===== src/rtl/mips_ctrl_pkg.sv =====
// Shared encodings for the MIPS-subset controllers: opcodes, funct codes,
// FSM states, datapath select encodings, instruction classes and control word.
package mips_ctrl_pkg;

  localparam int unsigned OP_W     = 6;
  localparam int unsigned FUNCT_W  = 6;
  localparam int unsigned ALU_W    = 4;
  localparam int unsigned STATE_W  = 3;
  localparam int unsigned SEL_W    = 2;
  localparam int unsigned COUNT_W  = 32;

  localparam logic [OP_W-1:0] OP_RTYPE = 6'h00;
  localparam logic [OP_W-1:0] OP_J     = 6'h02;
  localparam logic [OP_W-1:0] OP_JAL   = 6'h03;
  localparam logic [OP_W-1:0] OP_BEQ   = 6'h04;
  localparam logic [OP_W-1:0] OP_ADDI  = 6'h08;
  localparam logic [OP_W-1:0] OP_LW    = 6'h23;
  localparam logic [OP_W-1:0] OP_SW    = 6'h2B;

  localparam logic [FUNCT_W-1:0] FN_JR  = 6'h08;
  localparam logic [FUNCT_W-1:0] FN_ADD = 6'h20;
  localparam logic [FUNCT_W-1:0] FN_SUB = 6'h22;
  localparam logic [FUNCT_W-1:0] FN_AND = 6'h24;
  localparam logic [FUNCT_W-1:0] FN_OR  = 6'h25;
  localparam logic [FUNCT_W-1:0] FN_SLT = 6'h2A;

  localparam logic [ALU_W-1:0] ALU_AND = 4'b0000;
  localparam logic [ALU_W-1:0] ALU_OR  = 4'b0001;
  localparam logic [ALU_W-1:0] ALU_ADD = 4'b0010;
  localparam logic [ALU_W-1:0] ALU_SUB = 4'b0110;
  localparam logic [ALU_W-1:0] ALU_SLT = 4'b0111;

  localparam logic [SEL_W-1:0] SEL_PC_PLUS4  = 2'd0;
  localparam logic [SEL_W-1:0] SEL_PC_BRANCH = 2'd1;
  localparam logic [SEL_W-1:0] SEL_PC_JUMP   = 2'd2;
  localparam logic [SEL_W-1:0] SEL_PC_RS     = 2'd3;

  localparam logic [SEL_W-1:0] SEL_RES_ALU   = 2'd0;
  localparam logic [SEL_W-1:0] SEL_RES_DMEM  = 2'd1;
  localparam logic [SEL_W-1:0] SEL_RES_PC4   = 2'd2;

  localparam logic [SEL_W-1:0] SEL_WA_RT     = 2'd0;
  localparam logic [SEL_W-1:0] SEL_WA_RD     = 2'd1;
  localparam logic [SEL_W-1:0] SEL_WA_R31    = 2'd2;

  typedef enum logic [STATE_W-1:0] {
    ST_FETCH  = 3'd0,
    ST_DECODE = 3'd1,
    ST_EXEC   = 3'd2,
    ST_MEM    = 3'd3,
    ST_WB     = 3'd4,
    ST_TRAP   = 3'd7
  } state_e;

  typedef enum logic [3:0] {
    CL_NONE    = 4'd0,
    CL_RTYPE   = 4'd1,
    CL_JR      = 4'd2,
    CL_LW      = 4'd3,
    CL_SW      = 4'd4,
    CL_BEQ     = 4'd5,
    CL_ADDI    = 4'd6,
    CL_J       = 4'd7,
    CL_JAL     = 4'd8,
    CL_ILLEGAL = 4'd9
  } iclass_e;

  typedef struct packed {
    logic              ir_we;
    logic              pc_we;
    logic              rf_we;
    logic [SEL_W-1:0]  sel_wa;
    logic              sel_alu_b;
    logic [SEL_W-1:0]  sel_result;
    logic [SEL_W-1:0]  sel_pc;
    logic [ALU_W-1:0]  alu_ctrl;
    logic              dmem_re;
    logic              dmem_we;
  } ctrl_t;

  // Map opcode plus the funct decoder's verdict onto an instruction class.
  function automatic iclass_e classify(input logic [OP_W-1:0] op,
                                       input logic            fn_legal,
                                       input logic            fn_is_jr);
    iclass_e cl;
    cl = CL_ILLEGAL;
    case (op)
      OP_RTYPE: if (fn_legal) cl = fn_is_jr ? CL_JR : CL_RTYPE;
      OP_LW:    cl = CL_LW;
      OP_SW:    cl = CL_SW;
      OP_BEQ:   cl = CL_BEQ;
      OP_ADDI:  cl = CL_ADDI;
      OP_J:     cl = CL_J;
      OP_JAL:   cl = CL_JAL;
      default:  cl = CL_ILLEGAL;
    endcase
    return cl;
  endfunction

endpackage


===== src/rtl/mc_alu_decoder.sv =====
// R-type funct decoder: ALU control, jr detection and a legality flag.
// Purely combinational so both the multi-cycle and single-cycle controllers can share it.
module mc_alu_decoder
  import mips_ctrl_pkg::*;
(
  input  logic [FUNCT_W-1:0] funct,
  output logic [ALU_W-1:0]   alu_ctrl,
  output logic               is_jr,
  output logic               legal
);

  always_comb begin
    alu_ctrl = ALU_ADD;
    is_jr    = 1'b0;
    legal    = 1'b1;
    case (funct)
      FN_ADD:  alu_ctrl = ALU_ADD;
      FN_SUB:  alu_ctrl = ALU_SUB;
      FN_AND:  alu_ctrl = ALU_AND;
      FN_OR:   alu_ctrl = ALU_OR;
      FN_SLT:  alu_ctrl = ALU_SLT;
      FN_JR:   is_jr    = 1'b1;
      default: legal    = 1'b0;
    endcase
  end

endmodule


===== src/rtl/mc_control_fsm.sv =====
// Multi-cycle MIPS-subset main controller (FETCH/DECODE/EXEC/MEM/WB/TRAP).
// Optional cycle/instret counters are built when MC_CONTROL_PERF_COUNTERS_EN is defined.
module mc_control_fsm
  import mips_ctrl_pkg::*;
#(
  parameter logic [STATE_W-1:0] RESET_STATE = 3'd0
) (
  input  logic                 clock,
  input  logic                 reset,
  input  logic [OP_W-1:0]      opcode,
  input  logic [FUNCT_W-1:0]   funct,
  input  logic                 zero,
  input  logic                 mem_ready,
  output logic                 ir_we,
  output logic                 pc_we,
  output logic                 rf_we,
  output logic [SEL_W-1:0]     sel_wa,
  output logic                 sel_alu_b,
  output logic [SEL_W-1:0]     sel_result,
  output logic [SEL_W-1:0]     sel_pc,
  output logic [ALU_W-1:0]     alu_ctrl,
  output logic                 dmem_re,
  output logic                 dmem_we,
  output logic                 illegal,
  output logic [STATE_W-1:0]   state,
  output logic [COUNT_W-1:0]   cycle_count,
  output logic [COUNT_W-1:0]   instret_count
);

  state_e           state_q, state_d;
  iclass_e          class_q, class_d;
  logic [ALU_W-1:0] alu_q, alu_d;
  logic             illegal_q, illegal_d;

  logic [ALU_W-1:0] fn_alu;
  logic             fn_is_jr;
  logic             fn_legal;
  iclass_e          dec_class;
  ctrl_t            ctrl_c;

  mc_alu_decoder u_alu_dec (
    .funct    (funct),
    .alu_ctrl (fn_alu),
    .is_jr    (fn_is_jr),
    .legal    (fn_legal)
  );

  assign dec_class = classify(opcode, fn_legal, fn_is_jr);

  // Next-state and decoded-class capture; the class only changes in DECODE.
  always_comb begin
    state_d   = state_q;
    class_d   = class_q;
    alu_d     = alu_q;
    illegal_d = illegal_q;
    case (state_q)
      ST_FETCH: state_d = ST_DECODE;
      ST_DECODE: begin
        class_d = dec_class;
        alu_d   = fn_alu;
        if (dec_class == CL_ILLEGAL) begin
          state_d   = ST_TRAP;
          illegal_d = 1'b1;
        end else begin
          state_d = ST_EXEC;
        end
      end
      ST_EXEC: begin
        case (class_q)
          CL_RTYPE, CL_ADDI: state_d = ST_WB;
          CL_LW, CL_SW:      state_d = ST_MEM;
          default:           state_d = ST_FETCH;
        endcase
      end
      ST_MEM: begin
        if (mem_ready) state_d = (class_q == CL_LW) ? ST_WB : ST_FETCH;
      end
      ST_WB:   state_d = ST_FETCH;
      ST_TRAP: state_d = ST_TRAP;
      default: state_d = ST_FETCH;
    endcase
  end

  always_ff @(posedge clock) begin
    if (reset) begin
      state_q   <= state_e'(RESET_STATE);
      class_q   <= CL_NONE;
      alu_q     <= '0;
      illegal_q <= 1'b0;
    end else begin
      state_q   <= state_d;
      class_q   <= class_d;
      alu_q     <= alu_d;
      illegal_q <= illegal_d;
    end
  end

  // Control word: a function of state and the captured class, zeroed during reset.
  always_comb begin
    ctrl_c = '0;
    case (state_q)
      ST_FETCH: ctrl_c.ir_we = 1'b1;
      ST_EXEC: begin
        case (class_q)
          CL_RTYPE: ctrl_c.alu_ctrl = alu_q;
          CL_ADDI, CL_LW, CL_SW: begin
            ctrl_c.alu_ctrl  = ALU_ADD;
            ctrl_c.sel_alu_b = 1'b1;
          end
          CL_BEQ: begin
            ctrl_c.alu_ctrl = ALU_SUB;
            ctrl_c.pc_we    = 1'b1;
            ctrl_c.sel_pc   = zero ? SEL_PC_BRANCH : SEL_PC_PLUS4;
          end
          CL_J: begin
            ctrl_c.pc_we  = 1'b1;
            ctrl_c.sel_pc = SEL_PC_JUMP;
          end
          CL_JAL: begin
            ctrl_c.pc_we      = 1'b1;
            ctrl_c.sel_pc     = SEL_PC_JUMP;
            ctrl_c.rf_we      = 1'b1;
            ctrl_c.sel_wa     = SEL_WA_R31;
            ctrl_c.sel_result = SEL_RES_PC4;
          end
          CL_JR: begin
            ctrl_c.pc_we  = 1'b1;
            ctrl_c.sel_pc = SEL_PC_RS;
          end
          default: ;
        endcase
      end
      ST_MEM: begin
        // Address path held for the whole access so the address cannot drift.
        ctrl_c.alu_ctrl  = ALU_ADD;
        ctrl_c.sel_alu_b = 1'b1;
        if (class_q == CL_LW) begin
          ctrl_c.dmem_re = 1'b1;
        end else if (class_q == CL_SW) begin
          ctrl_c.dmem_we = 1'b1;
          if (mem_ready) begin
            ctrl_c.pc_we  = 1'b1;
            ctrl_c.sel_pc = SEL_PC_PLUS4;
          end
        end
      end
      ST_WB: begin
        ctrl_c.rf_we  = 1'b1;
        ctrl_c.pc_we  = 1'b1;
        ctrl_c.sel_pc = SEL_PC_PLUS4;
        case (class_q)
          CL_RTYPE: begin
            ctrl_c.sel_wa     = SEL_WA_RD;
            ctrl_c.sel_result = SEL_RES_ALU;
            ctrl_c.alu_ctrl   = alu_q;
          end
          CL_ADDI: begin
            ctrl_c.sel_wa     = SEL_WA_RT;
            ctrl_c.sel_result = SEL_RES_ALU;
            ctrl_c.alu_ctrl   = ALU_ADD;
          end
          CL_LW: begin
            ctrl_c.sel_wa     = SEL_WA_RT;
            ctrl_c.sel_result = SEL_RES_DMEM;
          end
          default: ;
        endcase
      end
      default: ;
    endcase
    if (reset) ctrl_c = '0;
  end

  assign ir_we      = ctrl_c.ir_we;
  assign pc_we      = ctrl_c.pc_we;
  assign rf_we      = ctrl_c.rf_we;
  assign sel_wa     = ctrl_c.sel_wa;
  assign sel_alu_b  = ctrl_c.sel_alu_b;
  assign sel_result = ctrl_c.sel_result;
  assign sel_pc     = ctrl_c.sel_pc;
  assign alu_ctrl   = ctrl_c.alu_ctrl;
  assign dmem_re    = ctrl_c.dmem_re;
  assign dmem_we    = ctrl_c.dmem_we;
  assign illegal    = illegal_q;
  assign state      = state_q;

`ifdef MC_CONTROL_PERF_COUNTERS_EN
  logic [COUNT_W-1:0] cycle_count_q, cycle_count_d;
  logic [COUNT_W-1:0] instret_count_q, instret_count_d;

  // Free-running counters; natural 32-bit wrap.
  always_comb begin
    cycle_count_d   = cycle_count_q + COUNT_W'(1);
    instret_count_d = instret_count_q + COUNT_W'(ctrl_c.pc_we);
  end

  always_ff @(posedge clock) begin
    if (reset) begin
      cycle_count_q   <= '0;
      instret_count_q <= '0;
    end else begin
      cycle_count_q   <= cycle_count_d;
      instret_count_q <= instret_count_d;
    end
  end

  assign cycle_count   = cycle_count_q;
  assign instret_count = instret_count_q;
`else
  assign cycle_count   = '0;
  assign instret_count = '0;
`endif

endmodule


===== config.mk =====
export PLATFORM = sky130hd
export DESIGN_NAME = mc_control_fsm
export DESIGN_NICKNAME = d
export VERILOG_FILES = /design/src/rtl/mips_ctrl_pkg.sv /design/src/rtl/mc_alu_decoder.sv /design/src/rtl/mc_control_fsm.sv
export SDC_FILE = /design/constraint.sdc
export NUM_CORES = 1
export LEC_CHECK = 0
export BUFFER_PORTS_ARGS = -buffer_cell sky130_fd_sc_hd__buf_4
export CAP_MARGIN = 5
export CORE_MARGIN = 2
export CORE_UTILIZATION = 30
export CTS_CLUSTER_DIAMETER = 50
export DETAILED_ROUTE_END_ITERATION = 10
export PLACE_DENSITY_LB_ADDON = 0.08
export SLEW_MARGIN = 15
export SYNTH_ARGS = -nofsm -noshare
export SYNTH_HDL_FRONTEND = slang
export SYNTH_SLANG_ARGS = --single-unit

===== constraint.sdc =====
create_clock -name clock -period 1.5 [get_ports clock]
set_input_delay 0 -clock clock [delete_from_list [all_inputs] [get_ports clock]]
set_output_delay 0 -clock clock [all_outputs]
set_load 0.005 [all_outputs]

After elaboration in Yosys (flattened, before gate mapping)
Index checks and enable logic that the tools add are counted.
- eq/ne operators: 27
- muxes and demuxes: 35
- reduce and logical (&&, ||, !) cells: 9
- operators with widths (kind ; number):
    $eq 6x6->1 const B ; 7
    $pmux 4 s7 ; 1
    $pmux 6 s3 ; 1
    $eq 4x3->1 const B ; 4
    $mux 16 ; 1
    $pmux 3 s5 ; 1
    $mux 1 ; 14
    $eq 6x2->1 const B ; 2
    $eq 6x4->1 const B ; 2
    $mux 3 ; 4
    $pmux 3 s2 ; 2
    $pmux 3 s4 ; 1
    $pmux 4 s3 ; 1
    $eq 4x2->1 const B ; 2
    $eq 4x4->1 const B ; 2
    $pmux 4 s2 ; 1
    $eq 3x2->1 const B ; 2
    $eq 3x3->1 const B ; 2
    $eq 6x3->1 const B ; 1
    $logic_not 6->1 ; 1
    $mux 2 ; 3
    $pmux 2 s3 ; 1
    $reduce_or 2->1 ; 3
    $reduce_or 6->1 ; 1
    other kinds (11) ; 11
- register bits after elaboration: 12
- input port bits: 16

Longest topological paths before layout
- depth in word-level cells: 8
- depth in mapped cells: 7
- mapped depth without buffers: 5

Cells and area by module
Synthesis repeated with hierarchy kept, for this count alone.
- cells, all modules: 238
- area, all modules: 1730.4 um^2
- modules (own cells, without submodules) (module ; cells each ; area each (um^2) ; instances):
    mc_control_fsm ; 221 ; 1621.6 ; 1
    mc_alu_decoder ; 17 ; 108.9 ; 1

Least setup slack after synthesis
OpenSTA, ideal clock, no wires.
- path type: reg-to-reg
- start point: reg state_q[0] (netlist: state[0])
- end point: reg class_q[2]
- setup slack: 4 ps
- path buffers: 2
- arrival: 1364 ps
- stages on the path, launching flop included: 8
- path through: dfxtp_1 -> buf_2 -> inv_1 -> or3_1 -> clkbuf_1 -> a31oi_1 -> o21a_1 -> nor3_1
- longest elaborated chain between the ends: 1
- ends and longest elaborated chain (element ; RTL line ; text):
    start, declared ; mc_control_fsm.sv:30 ; state_e state_q, state_d;
    start signal, assigned ; mc_control_fsm.sv:86 ; state_q <= state_e'(RESET_STATE);
    start signal, assigned ; mc_control_fsm.sv:91 ; state_q <= state_d;
    $eq 3x1->1 ; mc_control_fsm.sv:56 ; case (state_q)
    end signal, assigned ; mc_control_fsm.sv:92 ; class_q <= class_d;
    end, declared ; mc_control_fsm.sv:31 ; iclass_e class_q, class_d;
No other way between the ends.
A chain may end at the register's enable or synchronous reset.

Final worst setup path
- start point: reg class_q[2]
- end point: out sel_alu_b
- longest elaborated chain between the ends: 5
- elaborated cells on any way between the ends: 7
- those cells by class: 3 x eq/ne; 3 x mux; 1 x reduce/logical
- ends and longest elaborated chain (element ; RTL line ; text):
    $eq 4x2->1 or $eq 4x3->1 (tied branches) ; mc_control_fsm.sv:104 ; case (class_q)
    $reduce_or 3->1 * ; mc_control_fsm.sv:104 ;
    $mux 1 * ; mc_control_fsm.sv:104 ;
    $pmux 1 s2 * ; mc_control_fsm.sv:101 ; case (state_q)
    $mux 16 * ; mc_control_fsm.sv:171 ; if (reset) ctrl_c = '0;
    end, declared ; mc_control_fsm.sv:18 ; output logic sel_alu_b,
Every way passes the cells marked *; elsewhere a longest branch is shown, timed or not.

==> flow_summary.json <==
{
  "hold_viol_final": 0,
  "stdcell_count": 347,
  "r2r_end": "state[1]",
  "maxCapViolCount": 0,
  "coreArea_sq_um": 5107,
  "outcome": "finished, violations left",
  "drt_iter0_drc": 44,
  "nNetsFinal": 294,
  "die_h_microns": 76.72,
  "setup_tns_ps": -649.3,
  "yosysSeqAreaShare": 0.1388,
  "fmax_mhz": 614.1,
  "violations": "setup timing",
  "placed_area_sq_um": 1772,
  "cp.depth": 7,
  "crit_type": "reg -> out",
  "grt_setup_unrepaired": "true",
  "yosysWarnings": 0,
  "yosys-top-cells-count": "buf_4 (67), nor2_1 (17), nand2_1 (12)",
  "area_growth_pct": 35.65,
  "grt_usage": 0.1247,
  "drive_gt1_frac": 0.4224,
  "ant_nets": 0,
  "port_buffers": 34,
  "maxSlewHeadroom": 0.6741,
  "dieArea_sq_um": 5886,
  "period_share": 1.086,
  "finalWirelength_microns": 3976,
  "synth_cells": 220,
  "root_buffer": "clkbuf_8",
  "start_util": 0.3106,
  "yosysMostFrequentCell": "buf_4",
  "finalCriticalPeriod_ps": 1628,
  "async_flop_share": 0,
  "hold-path-cell-count": 3,
  "final_area_sq_um": 2152,
  "crit-reg2reg-launch": "class_q[1]",
  "cts_tree": "built",
  "worstPathMaxFanout": 6,
  "setup_viol": 12,
  "crit_path_end": "sel_alu_b",
  "critPathLaunch": "class_q[2]",
  "rr_worst_depth": 6,
  "cp.arrival_ps": 1630,
  "via_count": 1496,
  "netlist_top_cells_area": "buf_4 (32%), dfxtp_1 (14%), nor2_1 (4.0%), a21oi_1 (3.5%), nor3_1 (3.2%)",
  "slowest_stage": "dfxtp_2",
  "grt_pass1_vias": 1303,
  "wire_per_inst_microns": 11.46,
  "yosysTopAreaCell": "buf_4",
  "row_count": 26,
  "syn_area_per_cell_sq_um": 7.211,
  "h-tree-depth": 1,
  "fin_ws_ps": -128.4,
  "cts.clk_slew.worst_paths_ps": 50,
  "clk_latency_ps": 240,
  "post-route-util": 0.4214,
  "grt_max_degree": 20,
  "crit_family": "buffers and inverters",
  "ios": 100,
  "gp_congestion": 0.7642,
  "overflow": 0,
  "antennaDiodeCount": 0,
  "clock_skew_ps": 6.541,
  "synthesis.area_sq_um": 1587,
  "critPathRequiredTime_ps": 1500,
  "clockBufferDepth": 2,
  "antenna_found_initial": 0,
  "slew_violations": 0,
  "cp_cell_sequence": "buf_6, buf_4, nand3b_1, buf_4, a21oi_2, o21a_1, buf_4",
  "ys_ff_latch": 11,
  "synth_ff_type": "dfxtp_1",
  "p_leak_nw": 0.9226,
  "die_w_microns": 76.72,
  "crit_path_max_incr_delay_ps": 320,
  "clock-sinks": 11,
  "worst-path-buf-inv": 4,
  "synth_edf_count": 0,
  "cts_hold_buf": 0,
  "drcViolationCount": 0,
  "synth_top_area_frac": 0.3170,
  "critPathLaunchType": "register",
  "endpoint_kind": "primary output",
  "dp_hpwl_microns": 2913,
  "placed_cells": 328,
  "viasPerCell": 4.311,
  "crit_top_cell": "buf_4",
  "drt_pass1_iterations": 4,
  "cts-buffers-inserted": 3,
  "power.density_nw_per_um2": 1137,
  "reg2reg_slack_ps": -60,
  "peakVddDrop_v": 0.0003442,
  "grt_first_pass_wirelength_microns": 6161,
  "n_fill_cell": 563,
  "hold_path.class": "in -> reg",
  "tightestPinTransition_ps": 482.1,
  "synth_cell_types": 50,
  "power.total_mw": 2.448
}
==> flip-flops by register name, summed over array words and instances (netlist names) <==
signal and cells:
alu_q 3, illegal 1, state 3, class_q 4
==> per-layer routing <==
metal	global-route usage	wire, microns	part of all wire
met5	0	0	0
met4	0.05273	51	0.013
met3	0.02000	221	0.056
met2	0.2070	1982	0.50
met1	0.1595	1720	0.43
==> cell families after synthesis <==
logic type / Yosys count / share of synthesized area
buf+inv: 85 / 0.3628
flops: 11 / 0.1388
simple gates: 71 / 0.2484
compound gates: 48 / 0.2232
other cells: 1 / 0.002364
xor+xnor: 2 / 0.01104
mux: 2 / 0.01341
==> power breakdown <==
| part | total [mW] | internal (mW) | switching [mW] |
|---|---|---|---|
| Clock | 0.299 | 0.187 | 0.112 |
| Sequential | 0.447 | 0.386 | 0.0606 |
| Combinational | 1.70 | 0.873 | 0.829 |
| Total | 2.45 | 1.45 | 1.00 |
==> worst register-to-register path: stages (launching register included) <==
cell and delay, ps:
dfxtp_2 320, buf_4 130, or3b_4 390, a2111oi_4 370, a21oi_2 50, o22a_1 160, nor2_1 70
==> final cells by class <==
class / count / area [sq um] / share of cell area
tap: 70 / 87.58 / 0.04070
inverter: 6 / 22.52 / 0.01047
multi-input combinational: 188 / 1224 / 0.5686
clock buffer: 4 / 45.04 / 0.02093
timing repair buffer: 68 / 541.8 / 0.2517
sequential: 11 / 231.5 / 0.1076
==> worst min-delay path by stage <==
stage | from | endpoint
finish | funct[0] | alu_q[0]
global route | funct[0] | alu_q[0]
CTS | funct[0] | alu_q[0]
detailed placement | funct[0] | alu_q[0]
global placement | funct[0] | alu_q[0]
floorplan | funct[1] | alu_q[2]
==> stage by stage <==
step	hold WS [ps]	worst slack [ps]
3_3_place_gp	299.1	24.87
5_1_grt	82.96	-254.5
3_5_place_dp	300.6	38.80
2_1_floorplan	149.9	3.928
4_1_cts	53.59	-134.3
6_report	56.97	-128.4
==> layout by cell type (no fill, tap or decap), drive strengths merged, types with 4 or more instances in the layout <==
master  Yosys  routed
nor2       17      17
buf        73      68
clkbuf      6       4
conb        1      65
nor2b       5       5
nor3       11      11
inv         6       6
nor4        4       4
dfxtp      11      11
nand2      12      12
a21oi      11      11
nand2b      6       6
a211oi      4       4
==> timing repair <==
action                     4_1_cts  5_1_grt
resized for setup               18       37
setup buffers                    4       12
pin swaps                        7        8
setup endpoints to repair       12       17
Note: power is estimated with default switching activity, not from simulation.
